--- src/rtl/uart_msg_sequencer_if.sv ---
// ROM read port and UART TX byte handshake seen by the message sequencer.
// master = sequencer side, slave = ROM / uart_tx side.
interface uart_msg_sequencer_if #(
    parameter int ADDR_W = 8
);
    logic              rom_rd;
    logic [ADDR_W-1:0] rom_addr;
    logic [7:0]        rom_data;
    logic [7:0]        tx_data;
    logic              tx_valid;
    logic              tx_ready;

    modport master (
        output rom_rd, rom_addr, tx_data, tx_valid,
        input  rom_data, tx_ready
    );

    modport slave (
        input  rom_rd, rom_addr, tx_data, tx_valid,
        output rom_data, tx_ready
    );
endinterface

--- src/rtl/uart_msg_sequencer.sv ---
// uart_msg_sequencer: round-robin sharing of one UART TX byte port between
// N_REQ key-triggered requesters. Each served request streams msg_len bytes
// starting at msg_base out of a synchronous byte ROM, one byte at a time.

// One requester's sticky pending flag.
module uart_msg_pend_cell (
    input  logic clk,
    input  logic rst,
    input  logic set,
    input  logic clr,
    output logic pend
);
    // A pulse landing in the same cycle as the grant-clear wins, so it is re-queued.
    always_ff @(posedge clk) begin
        if (rst)      pend <= 1'b0;
        else if (set) pend <= 1'b1;
        else if (clr) pend <= 1'b0;
    end
endmodule

module uart_msg_sequencer #(
    parameter int N_REQ  = 4,
    parameter int ADDR_W = 8,
    parameter int LEN_W  = 6
) (
    input  logic                    clk,
    input  logic                    rst,
    input  logic [N_REQ-1:0]        req,
    input  logic [N_REQ*ADDR_W-1:0] msg_base,
    input  logic [N_REQ*LEN_W-1:0]  msg_len,
    uart_msg_sequencer_if.master    bus,
    output logic [N_REQ-1:0]        grant,
    output logic                    busy,
    output logic                    done
);
    localparam int               IDX_W    = (N_REQ > 1) ? $clog2(N_REQ) : 1;
    localparam logic [IDX_W-1:0] LAST_IDX = IDX_W'(N_REQ - 1);

    typedef enum logic [2:0] {IDLE, FETCH, WAIT, SEND, DONE} state_t;

    state_t            state, state_nxt;
    logic [N_REQ-1:0]  pending;
    logic [N_REQ-1:0]  clr;
    logic [ADDR_W-1:0] base_arr [N_REQ];
    logic [LEN_W-1:0]  len_arr  [N_REQ];
    logic [IDX_W-1:0]  rr;       // round-robin start point
    logic [IDX_W-1:0]  win;      // arbitration winner this cycle
    logic [IDX_W-1:0]  cur;      // requester currently being served
    logic              any_pend;
    logic              hs;
    logic              rom_rd_c;
    logic [ADDR_W-1:0] addr;
    logic [LEN_W-1:0]  rem;
    logic [7:0]        tx_data_r;
    logic              tx_valid_r;

    // (base + k) mod N_REQ without relying on N_REQ being a power of two.
    function automatic logic [IDX_W-1:0] rot_idx(input logic [IDX_W-1:0] base, input int k);
        int j;
        j = int'(base) + k;
        if (j >= N_REQ) j = j - N_REQ;
        return j[IDX_W-1:0];
    endfunction

    function automatic logic [N_REQ-1:0] onehot(input logic [IDX_W-1:0] i);
        logic [N_REQ-1:0] v;
        v    = '0;
        v[i] = 1'b1;
        return v;
    endfunction

    for (genvar i = 0; i < N_REQ; i++) begin : g_req
        assign base_arr[i] = msg_base[i*ADDR_W +: ADDR_W];
        assign len_arr[i]  = msg_len[i*LEN_W +: LEN_W];

        uart_msg_pend_cell u_pend (
            .clk  (clk),
            .rst  (rst),
            .set  (req[i]),
            .clr  (clr[i]),
            .pend (pending[i])
        );
    end

    // Round-robin pick: scan downwards so the lowest offset from rr is the last writer.
    always_comb begin
        win      = '0;
        any_pend = 1'b0;
        for (int k = N_REQ - 1; k >= 0; k--) begin
            if (pending[rot_idx(rr, k)]) begin
                win      = rot_idx(rr, k);
                any_pend = 1'b1;
            end
        end
    end

    // Only a byte presented in SEND can be consumed; tx_ready elsewhere is ignored.
    assign hs = (state == SEND) && tx_valid_r && bus.tx_ready;

    // State register.
    always_ff @(posedge clk) begin
        if (rst) state <= IDLE;
        else     state <= state_nxt;
    end

    // Next-state and per-state strobes.
    always_comb begin
        state_nxt = state;
        rom_rd_c  = 1'b0;
        busy      = 1'b1;
        done      = 1'b0;
        clr       = '0;
        case (state)
            IDLE: begin
                busy = 1'b0;
                if (any_pend) begin
                    clr       = onehot(win);
                    state_nxt = (len_arr[win] == '0) ? DONE : FETCH;
                end
            end
            FETCH: begin
                rom_rd_c  = 1'b1;
                state_nxt = WAIT;
            end
            WAIT: state_nxt = SEND;
            SEND: begin
                if (hs) state_nxt = (rem == LEN_W'(1)) ? DONE : FETCH;
            end
            DONE: begin
                done      = 1'b1;
                state_nxt = IDLE;
            end
            default: state_nxt = IDLE;
        endcase
    end

    // Message datapath: grant/pointer bookkeeping, byte address and remaining count, TX holding register.
    always_ff @(posedge clk) begin
        if (rst) begin
            grant      <= '0;
            rr         <= '0;
            cur        <= '0;
            addr       <= '0;
            rem        <= '0;
            tx_data_r  <= '0;
            tx_valid_r <= 1'b0;
        end else begin
            case (state)
                IDLE: begin
                    if (any_pend) begin
                        grant <= onehot(win);
                        cur   <= win;
                        addr  <= base_arr[win];
                        rem   <= len_arr[win];
                    end
                end
                WAIT: begin
                    // ROM data is valid the cycle after the read strobe.
                    tx_data_r  <= bus.rom_data;
                    tx_valid_r <= 1'b1;
                end
                SEND: begin
                    if (hs) begin
                        tx_valid_r <= 1'b0;
                        addr       <= addr + 1'b1;
                        rem        <= rem - 1'b1;
                    end
                end
                DONE: begin
                    grant <= '0;
                    rr    <= (cur == LAST_IDX) ? '0 : cur + 1'b1;
                end
                default: ;
            endcase
        end
    end

    assign bus.rom_rd   = rom_rd_c;
    assign bus.rom_addr = rom_rd_c ? addr : '0;
    assign bus.tx_data  = tx_data_r;
    assign bus.tx_valid = tx_valid_r;

endmodule

--- src/flat_wrapper.sv ---
// flat-port wrapper written by rule: the top's interface ports become plain ports
module uart_msg_sequencer_flat 
#(
    parameter int N_REQ  = 4,
    parameter int ADDR_W = 8,
    parameter int LEN_W  = 6
)
  (clk, rst, req, msg_base, msg_len, grant, busy, done, bus_rom_rd, bus_rom_addr, bus_tx_data, bus_tx_valid, bus_rom_data, bus_tx_ready);
  uart_msg_sequencer_if #(.ADDR_W(ADDR_W)) bus_i ();
  input  logic clk;
  input  logic rst;
  input  logic [N_REQ-1:0] req;
  input  logic [N_REQ*ADDR_W-1:0] msg_base;
  input  logic [N_REQ*LEN_W-1:0] msg_len;
  output logic [N_REQ-1:0] grant;
  output logic busy;
  output logic done;
  output wire logic [$bits(bus_i.rom_rd)-1:0] bus_rom_rd;
  output wire logic [$bits(bus_i.rom_addr)-1:0] bus_rom_addr;
  output wire logic [$bits(bus_i.tx_data)-1:0] bus_tx_data;
  output wire logic [$bits(bus_i.tx_valid)-1:0] bus_tx_valid;
  input wire logic [$bits(bus_i.rom_data)-1:0] bus_rom_data;
  input wire logic [$bits(bus_i.tx_ready)-1:0] bus_tx_ready;
  assign bus_rom_rd = bus_i.rom_rd;
  assign bus_rom_addr = bus_i.rom_addr;
  assign bus_tx_data = bus_i.tx_data;
  assign bus_tx_valid = bus_i.tx_valid;
  assign bus_i.rom_data = bus_rom_data;
  assign bus_i.tx_ready = bus_tx_ready;
  uart_msg_sequencer #(.N_REQ(N_REQ), .ADDR_W(ADDR_W), .LEN_W(LEN_W)) u_core (.clk(clk), .rst(rst), .req(req), .msg_base(msg_base), .msg_len(msg_len), .bus(bus_i), .grant(grant), .busy(busy), .done(done));
endmodule
--- config.mk ---
export PLATFORM = sky130hd
export DESIGN_NAME = uart_msg_sequencer_flat
export DESIGN_NICKNAME = d
export VERILOG_FILES = /design/src/rtl/uart_msg_sequencer_if.sv /design/src/rtl/uart_msg_sequencer.sv /design/src/flat_wrapper.sv
export SDC_FILE = /design/constraint.sdc
export NUM_CORES = 1
export LEC_CHECK = 0
export BUFFER_PORTS_ARGS = -buffer_cell sky130_fd_sc_hd__buf_2
export CORE_MARGIN = 2
export CORE_UTILIZATION = 30
export DETAILED_ROUTE_END_ITERATION = 8
export PLACE_DENSITY = 0.63
export SLEW_MARGIN = 40
export SYNTH_ARGS = -nofsm -noshare
export SYNTH_HDL_FRONTEND = slang
export SYNTH_HIERARCHICAL = 1
export SYNTH_SLANG_ARGS = --single-unit
--- constraint.sdc ---
create_clock -name clk -period 3.1 [get_ports clk]
set_input_delay 0.31 -clock clk [delete_from_list [all_inputs] [get_ports clk]]
set_output_delay 0.31 -clock clk [all_outputs]
set_load 0.05 [all_outputs]
==> impl_metrics.py <==
metrics = {
    "worst_setup_path": {
        "rr_endpoint": "u_core/state[0]$_SDFFE_PP0P_",
        "cp.required_ns": 3.26,
        "startpoint_type": "register",
        "cp-startpoint": "u_core/rr[1]$_SDFFE_PP0P_",
        "critical_path_class": "reg -> reg",
        "path_max_fanout": 16,
        "crit_end": "u_core/state[0]$_SDFFE_PP0P_",
        "worstPathArrival_ns": 2.87,
        "reg2regPathDepth": 6,
        "end_kind": "register",
        "r2r_slack_ns": 0.39,
        "reg2reg_from": "u_core/rr[1]$_SDFFE_PP0P_",
    },
    "clock_tree": {
        "cts_tree": "built",
        "cts-resized-gates": 0,
        "root_buffer": "clkbuf_8",
        "cts_buffers": 5,
        "numClockSinks": 38,
        "postCtsHoldBufs": 0,
        "path_clk_slew_ns": 0.08,
        "postCtsSetupBuffers": 0,
        "clk_latency_ns": 0.29,
        "clk_path_buf_depth": 2,
        "h-tree-depth": 2,
    },
    "timing": {
        "hold_viol": 0,
        "tns_ns": 0,
        "period_share_pct": 87.5,
        "max_freq_ghz": 0.369,
        "post-route-min-period_ns": 2.71,
        "relSlewSlack_pct": 51.0,
        "tightestPinTransition_ns": 0.736,
        "finalSetupViolations": 0,
        "rsz0062_at_grt": "false",
        "fin_skew_ns": 0.0102,
        "slew_viol_final": 0,
        "setup_ws_ns": 0.389,
    },
    "final_layout": {
        "multi_input_area_sq_um": 1640,
        "layout.nets": 505,
        "layout_common_cells": "94 x buf_2, 53 x nand2_1, 38 x dfxtp_1",
        "area_growth_pct": 27.2,
        "mostFrequentLayoutCell": "buf_2",
        "drive_gt1_share_pct": 28.3,
        "seqCellArea_sq_um": 761,
        "antenna_cells": 0,
        "nFillCells": 884,
    },
    "power_and_ir_drop": {
        "leakagePower_nw": 1.45,
        "power_density_nw_per_um2": 738,
        "p_sw_mw": 1.07,
        "power_frac_comb_pct": 48.6,
        "vdd_drop_max_mv": 0.271,
        "p_sw_share_pct": 44.8,
        "internal-power_mw": 1.32,
        "clockPowerShare_pct": 21.2,
        "pwr-share-seq_pct": 30.2,
    },
    "synthesis": {
        "async_reset_ff_share_pct": 0,
        "synth_area_leaders": "dfxtp_1 30%, nand2_1 7.8%, a21oi_1 5.1%, nor2_1 4.3%, and3_1 4.2%",
        "syn_inst": 347,
        "avgSynthCellArea_sq_um": 7.35,
        "synth_seq_area_share_pct": 29.8,
        "synthDistinctLibCells": 49,
        "syn_nets": 422,
        "synth-main-ff-cell": "dfxtp_1",
        "synth_area_sq_um": 2550,
        "synth_edf_count": 0,
        "synth_top_area_share_pct": 29.8,
        "ys_ff_latch": 38,
        "synth_warnings": 6,
        "yosysTopAreaCell": "dfxtp_1",
    },
    "placed_design": {
        "place_ws_ns": 0.335,
        "dp_hpwl_mm": 5.77,
        "globalplace.congestion": 0.800,
        "portBuffers": 94,
    },
    "drt": {
        "wire_per_inst_microns": 14.5,
        "drt_iter0_drc": 127,
        "finalWirelength_mm": 7.77,
        "first_pass_iters": 5,
        "num_vias": 2852,
        "drtAntennaViolNets": 0,
        "routed_via_density": 5.32,
        "drcViolationCount": 0,
    },
    "flow_run": {
        "max-cap-violations": 0,
    },
    "die": {
        "dieArea_sq_um": 9260,
        "core_sq_um": 8220,
        "die_h_microns": 96.2,
        "io_pins": 95,
        "start_util_pct": 31.0,
        "die_w_microns": 96.2,
        "rows": 33,
    },
    "run_status": {
        "status": "finished, final reports clean",
    },
    "grt": {
        "grt_pass1_wl_mm": 11.5,
        "grt_overflow_total": 0,
        "antenna_found_initial": 0,
        "grt_max_degree": 37,
        "grt_usage_pct": 15.8,
        "grt_pass1_vias": 2447,
    },
    "min_path": {
        "hp-start": "bus_tx_ready",
        "hold_class": "in -> reg",
    },
}
worst max-delay path, cell delays in order (launching register included):
cell     delay (ns)
dfxtp_1        0.61
or4b_1         0.71
buf_4          0.27
and3_1         0.17
o32a_1         0.34
nor4_1         0.35
a21oi_1        0.12
cell usage after synthesis (all sizes together), types with 4 or more instances:
| library cell | number |
|---|---|
| nand2 | 54 |
| dfxtp | 38 |
| a21oi | 30 |
| nor2 | 29 |
| clkbuf | 19 |
| and3 | 17 |
| a211oi | 14 |
| o21ai | 13 |
| and2 | 11 |
| inv | 11 |
| nand3 | 11 |
| nor3 | 10 |
| nor3b | 8 |
| a221oi | 7 |
| buf | 7 |
| a311o | 6 |
| nor4 | 6 |
| a311oi | 5 |
| a211o | 4 |
| ha | 4 |
| nand2b | 4 |
| nor2b | 4 |
routing by layer:
metal,vias up,global-route usage (%),part of all wire (%)
met3,7,2.58,7.1
met5,-,0,0
met1,1303,20.6,45
met4,0,3.81,0.67
met2,112,27.0,47
li1,1430,-,-
flip-flops by register name, summed over array words and instances, names as in the netlist, 2 cells and up:
name and flops:
u_core/rr 2, u_core/addr 8, u_core/grant 4, u_core/g_req.u_pend/pend 4, u_core/bus.tx_data 8, u_core/cur 2, u_core/state 3, u_core/rem 6
worst min-delay path by stage:
stage	end	depth (start not counted)
floorplan	u_core/g_req[0].u_pend/pend$_SDFFE_PP0P_	1
global placement	u_core/bus.tx_data[3]$_SDFFE_PP0P_	2
detailed placement	u_core/bus.tx_data[6]$_SDFFE_PP0P_	2
CTS	u_core/bus.tx_valid$_SDFFE_PP0P_	2
global route	u_core/bus.tx_valid$_SDFFE_PP0P_	2
finish	u_core/bus.tx_valid$_SDFFE_PP0P_	2
final cells by class:
type,instances,share of cell area [%]
Clock buffer,5,2.12
Inverter,11,1.27
Timing Repair Buffer,102,16.3
Tap cell,105,4.05
Multi-Input combinational cell,272,50.7
Clock inverter,3,2.12
Sequential cell,38,23.4
power by group through the flow:
stage	clock (mW)	sequential, mW	combinational, mW
final	0.508	0.722	1.16
after global routing	0.542	0.739	1.27
after CTS	0.523	0.719	1.17
after detailed placement	0	0.729	1.16
after global placement	0	0.724	1.15
after floorplan	0	0.808	0.765
kinds of logic (layout without fill, tap and decap cells):
logic type	Yosys count	in the layout	share of synthesized area [%]
buffers and inverters	37	121	5.84
DFF	38	38	29.8
AOI/OAI and AO/OA	99	99	28.1
xor gates and xnor gates	1	1	0.343
adders and majority gates	4	4	1.96
muxes	3	3	1.18
and+or+nand+nor	165	165	32.8
through the flow:
stage	hold slack (ns)	utilization, %	instance area (sq um)	cells	total power [mW]
finish	0.242	39.5	3250	536	2.39
global route	0.244	39.5	3250	536	2.55
CTS	0.229	39.5	3240	536	2.41
detailed placement	0.449	37.8	3110	528	1.89
global placement	0.440	37.8	3110	528	1.87
floorplan	0.372	-	2550	347	1.57
Note: power is estimated with default switching activity, not from simulation.
